$ cat config.mk
export PLATFORM = sky130hd
export DESIGN_NAME = pipo_bank_ctrl
export DESIGN_NICKNAME = d
export VERILOG_FILES = /design/src/rtl/pipo_bank_ctrl.sv
export SDC_FILE = /design/constraint.sdc
export NUM_CORES = 1
export LEC_CHECK = 0
export ABC_AREA = 1
export BUFFER_PORTS_ARGS = -buffer_cell sky130_fd_sc_hd__buf_2
export CAP_MARGIN = 20
export CELL_PAD_IN_SITES_DETAIL_PLACEMENT = 1
export CELL_PAD_IN_SITES_GLOBAL_PLACEMENT = 2
export CORE_UTILIZATION = 25
export DETAILED_ROUTE_END_ITERATION = 10
export GPL_TIMING_DRIVEN = 1
export PLACE_DENSITY = 0.89
export SLEW_MARGIN = 20
export SYNTH_ARGS = -nofsm -noshare
export SYNTH_HDL_FRONTEND = slang
export SYNTH_SLANG_ARGS = --single-unit
$ cat constraint.sdc
create_clock -name clock -period 2.3 [get_ports clock]
set_clock_uncertainty 0.15 [all_clocks]
set_input_delay 0.575 -clock clock [delete_from_list [all_inputs] [get_ports clock]]
set_output_delay 0.575 -clock clock [all_outputs]
set_load 0.01 [all_outputs]
$ cat src/rtl/pipo_bank_ctrl.sv
// pipo_bank_ctrl: in-order bank ownership for a ping-pong producer/consumer channel.
// Define PIPO_STALL_MON_EN to build the stall monitor behind stall_flag/stall_side.
module pipo_bank_ctrl #(
    parameter int BUF_NUM     = 2,
    parameter int IDX_W       = $clog2(BUF_NUM),
    parameter int CNT_W       = 16,
    parameter int STALL_LIMIT = 1024
) (
    input  logic               clock,
    input  logic               reset,
    input  logic               i_write,
    input  logic               i_req,
    output logic               i_full_n,
    output logic [IDX_W-1:0]   i_bank,
    input  logic               t_read,
    input  logic               t_req,
    output logic               t_empty_n,
    output logic [IDX_W-1:0]   t_bank,
    output logic [BUF_NUM-1:0] bank_full,
    output logic               proto_err,
    output logic               stall_flag,
    output logic [1:0]         stall_side
);

    localparam int CW = $clog2(BUF_NUM + 1);
    localparam logic [IDX_W-1:0] LAST = IDX_W'(BUF_NUM - 1);
    localparam logic [CW-1:0] FULL = CW'(BUF_NUM);

    logic [IDX_W-1:0]   iptr;
    logic [IDX_W-1:0]   tptr;
    logic [CW-1:0]      count;
    logic [BUF_NUM-1:0] full_q;
    logic [BUF_NUM-1:0] full_d;
    logic               perr_q;
    logic               wr_acc;
    logic               rd_acc;

    assign i_full_n  = (count != FULL);
    assign t_empty_n = (count != '0);
    assign i_bank    = iptr;
    assign t_bank    = tptr;
    assign bank_full = full_q;
    assign proto_err = perr_q;

    assign wr_acc = i_write & i_full_n;
    assign rd_acc = t_read & t_empty_n;

    // Next bank-filled vector; the two sides never target the same bank.
    always_comb begin
        full_d = full_q;
        if (rd_acc) full_d[tptr] = 1'b0;
        if (wr_acc) full_d[iptr] = 1'b1;
    end

    // Pointers, occupancy, filled bits and sticky protocol error.
    always_ff @(posedge clock or negedge reset) begin
        if (!reset) begin
            iptr   <= '0;
            tptr   <= '0;
            count  <= '0;
            full_q <= '0;
            perr_q <= 1'b0;
        end else begin
            if (wr_acc) iptr <= (iptr == LAST) ? '0 : iptr + 1'b1;
            if (rd_acc) tptr <= (tptr == LAST) ? '0 : tptr + 1'b1;
            if (wr_acc & ~rd_acc)
                count <= count + 1'b1;
            else if (rd_acc & ~wr_acc)
                count <= count - 1'b1;
            full_q <= full_d;
            if ((i_write & ~i_full_n) | (t_read & ~t_empty_n))
                perr_q <= 1'b1;
        end
    end

`ifdef PIPO_STALL_MON_EN
    typedef enum logic [1:0] {
        MON_IDLE  = 2'd0,
        MON_COUNT = 2'd1,
        MON_STALL = 2'd2
    } mon_t;

    localparam logic [CNT_W-1:0] LIM_M1 = CNT_W'(STALL_LIMIT - 1);

    mon_t             mon_q;
    mon_t             mon_d;
    logic [CNT_W-1:0] cnt;
    logic [1:0]       side_q;
    logic             i_blk;
    logic             t_blk;
    logic             blocked;

    assign i_blk   = i_req & ~i_full_n;
    assign t_blk   = t_req & ~t_empty_n;
    assign blocked = i_blk | t_blk;

    // Monitor state register.
    always_ff @(posedge clock or negedge reset) begin
        if (!reset) mon_q <= MON_IDLE;
        else        mon_q <= mon_d;
    end

    // Monitor next state; a limit of one stalls on the first blocked cycle.
    always_comb begin
        mon_d = mon_q;
        unique case (mon_q)
            MON_IDLE: begin
                if (blocked)
                    mon_d = (STALL_LIMIT == 1) ? MON_STALL : MON_COUNT;
            end
            MON_COUNT: begin
                if (!blocked)
                    mon_d = MON_IDLE;
                else if (cnt == LIM_M1)
                    mon_d = MON_STALL;
            end
            MON_STALL: mon_d = MON_STALL;
            default:   mon_d = MON_IDLE;
        endcase
    end

    // Blocked-cycle counter; frozen once stalled so it never wraps.
    always_ff @(posedge clock or negedge reset) begin
        if (!reset) begin
            cnt <= '0;
        end else begin
            unique case (mon_q)
                MON_IDLE:  cnt <= blocked ? CNT_W'(1) : '0;
                MON_COUNT: cnt <= blocked ? cnt + 1'b1 : '0;
                default:   cnt <= cnt;
            endcase
        end
    end

    // Capture which sides were blocked on entry to the stall state.
    always_ff @(posedge clock or negedge reset) begin
        if (!reset)
            side_q <= 2'b00;
        else if (mon_q != MON_STALL && mon_d == MON_STALL)
            side_q <= {t_blk, i_blk};
    end

    // Monitor outputs.
    always_comb begin
        stall_flag = (mon_q == MON_STALL);
        stall_side = side_q;
    end
`else
    logic unused_sink;

    assign unused_sink = ^{i_req, t_req, 32'(STALL_LIMIT), 32'(CNT_W)};
    assign stall_flag  = 1'b0;
    assign stall_side  = 2'b00;
`endif

endmodule

==> results.py <==
metrics = {
    "outcome": {
        "status": "complete, no violations",
    },
    "global_routing": {
        "grt_pass1_vias": 281,
        "antenna_found_initial": 0,
        "grt_first_pass_wirelength_mm": 1.12,
        "grtUsageMet1_pct": 13.4,
        "grt_max_degree": 8,
        "met2_usage_pct": 15.9,
        "track_usage_pct": 9.94,
        "grt_use_met3_pct": 2.22,
        "grt-ovfl-total": 0,
        "grt_busiest_layer": "met2",
    },
    "pwr": {
        "p_clk_share_pct": 17.4,
        "internal_power_uw": 363,
        "p_sw_uw": 272,
        "seqPwrFrac_pct": 35.7,
        "ir_drop_v": 0.000536,
        "p_per_area_mw_per_mm2": 1410,
        "switching_share_pct": 42.8,
        "pwr-share-comb_pct": 46.9,
        "leakagePower_nw": 0.248,
    },
    "setup_path": {
        "crit_required_ns": 1.57,
        "critPathCaptureType": "output pin",
        "arrival_ns": 1.00,
        "crit_type": "reg -> out",
        "path_max_fanout": 4,
        "worstSetupStartpointType": "register",
        "worstSetupStartpoint": "count[1]",
        "r2r-start": "count[0]",
    },
    "drt": {
        "route.detailed.drc": 0,
        "drt_iter0_drc": 1,
        "drtAntennaViolNets": 0,
        "num_vias": 315,
        "vias_per_cell": 4.32,
        "drt_wl_total_um": 706,
        "routedWlPerCell_um": 9.67,
        "dr.pass1.iters": 2,
    },
    "sta": {
        "fmax_mhz": 580,
        "setup_viol": 0,
        "finalHoldViolations": 0,
        "layout_setup_ws_ns": 0.575,
        "slew_viol_final": 0,
        "period_needed_ns": 1.72,
        "rsz0062_at_grt": "false",
        "period_share_pct": 75.0,
        "tns_ns": 0,
    },
    "cts": {
        "cts_buffers": 3,
        "cts_tree": "done",
        "cts_sinks": 7,
        "cts_hold_buf": 0,
        "cts_max_level": 1,
        "clk_latency_ns": 0.24,
        "cts_root_buffer": "clkbuf_4",
        "cts_resized": 0,
        "clk_pin_slew_ns": 0.06,
        "clk_path_buf_depth": 2,
        "post-cts-setup-buffer-count": 0,
    },
    "placement": {
        "globalplace.congestion": 0.701,
        "port_buffers": 10,
        "pre_cts_ws_ns": 0.567,
        "dpl.cell_count": 69,
        "post-dp-hpwl_um": 622,
    },
    "logic_synthesis": {
        "yosys.area.top_type": "dfrtp_1",
        "ys.flop_type": "dfrtp_1",
        "syn_inst": 45,
        "synth_async_sr_flop_share_pct": 100,
        "synth_edf_count": 0,
        "synth_top_area_share_pct": 47.1,
        "synth_most_common_cell": "nand2_1",
        "synth_seq_area_share_pct": 47.1,
        "avgSynthCellArea_um2": 8.26,
        "synth_common_cells": "nand2_1 (14), dfrtp_1 (7), inv_1 (5), nand3_1 (5)",
        "ys_seq_elements": 7,
        "yosysWarnings": 0,
        "ys_types": 14,
        "syn-cell-area_um2": 372,
        "synth.area.top_cells": "dfrtp_1 (47%), nand2_1 (14%), nand3_1 (6.7%), buf_4 (6.1%), inv_1 (5.1%)",
    },
    "cells_and_area": {
        "multi_input_area_um2": 154,
        "fin_cells": 73,
        "layout-drive-gt1-share_pct": 32.8,
        "antenna_cells": 0,
        "syn2layout_area_growth_pct": 21.5,
        "final_net_count": 66,
        "seqCellArea_um2": 175,
        "final_core_util_pct": 33.9,
        "fillers": 185,
    },
    "die": {
        "core-area_mm2": 0.00133,
        "dieArea_mm2": 0.00164,
        "initial_utilization_pct": 27.9,
        "die_y_um": 40.6,
        "die_x_um": 40.6,
        "ioPinCount": 16,
        "fp-row-count": 13,
    },
    "run": {
        "max_cap_violations": 0,
    },
    "min_path": {
        "hold_class": "in -> async",
    },
}
[worst paths after layout]
kind | to | slack [ns] | depth (start not counted)
max | t_empty_n | 0.58 | 3
min | proto_err | 0.005 | 1
max reg2reg | count[1] | 0.67 | 9
min reg2reg | proto_err | 0.32 | 1
max in group asynchronous | count[1] | 1.84 | 1
min in group clock | proto_err | 0.32 | 1
[placed cells by master, fill, tap and decap left out]
cell type	instances
nand4_1	1
buf_2	10
nand3_1	5
nand2_4	1
clkbuf_1	1
nand3b_1	1
conb_1	3
dfrtp_1	7
clkbuf_4	3
inv_1	5
ha_1	1
nand2_2	3
xnor2_1	1
clkinv_2	1
nand2_1	14
inv_2	1
[layer usage]
| metal | up-vias | routed length (um) |
|---|---|---|
| li1 | 157 | - |
| met1 | 149 | 358 |
| met2 | 9 | 312 |
| met3 | 0 | 35 |
| met4 | 0 | 0 |
| met5 | - | 0 |
[cell type report]
class / count / share of cell area [%]
multi-input combinational: 30 / 34.1
inverter: 7 / 6.09
sequential: 7 / 38.8
tap: 15 / 4.16
timing repair buffer: 10 / 11.1
clock buffer: 4 / 5.82
[state kept, by name (all words and copies together), names as in the netlist]
name	cells
bank_full	2
count	2
i_bank	1
proto_err	1
t_bank	1
[metrics by stage]
| step | power [mW] | hold WS (ns) | area (um^2) |
|---|---|---|---|
| after floorplan | 0.436 | 0.129 | 379 |
| after global placement | 0.519 | 0.270 | 425 |
| after detailed placement | 0.533 | 0.274 | 425 |
| after CTS | 0.645 | 0.0112 | 452 |
| after global routing | 0.701 | 0.0106 | 452 |
| final | 0.635 | 0.00502 | 452 |
[power groups by stage]
stage / combinational, mW / clock (mW) / sequential, mW
2_1_floorplan: 0.196 / 0 / 0.239
3_3_place_gp: 0.293 / 0 / 0.226
3_5_place_dp: 0.305 / 0 / 0.228
4_1_cts: 0.305 / 0.113 / 0.227
5_1_grt: 0.344 / 0.122 / 0.234
6_report: 0.298 / 0.111 / 0.227
[worst max-delay path: stages, from the launching register on]
cell and delay (ns):
dfrtp_1 0.41, inv_1 0.14, nand2_4 0.07, buf_2 0.14
[cells by family after synthesis]
| family | Yosys count | synth area share, % |
|---|---|---|
| adder cells (fa/ha/maj) | 1 | 3.37 |
| AND/OR/NAND/NOR | 25 | 32.7 |
| XOR/XNOR | 1 | 2.36 |
| flip-flops | 7 | 47.1 |
| other | 1 | 1.01 |
| buffers and inverters | 10 | 13.5 |
No activity file was read; power rests on OpenSTA's default activity.
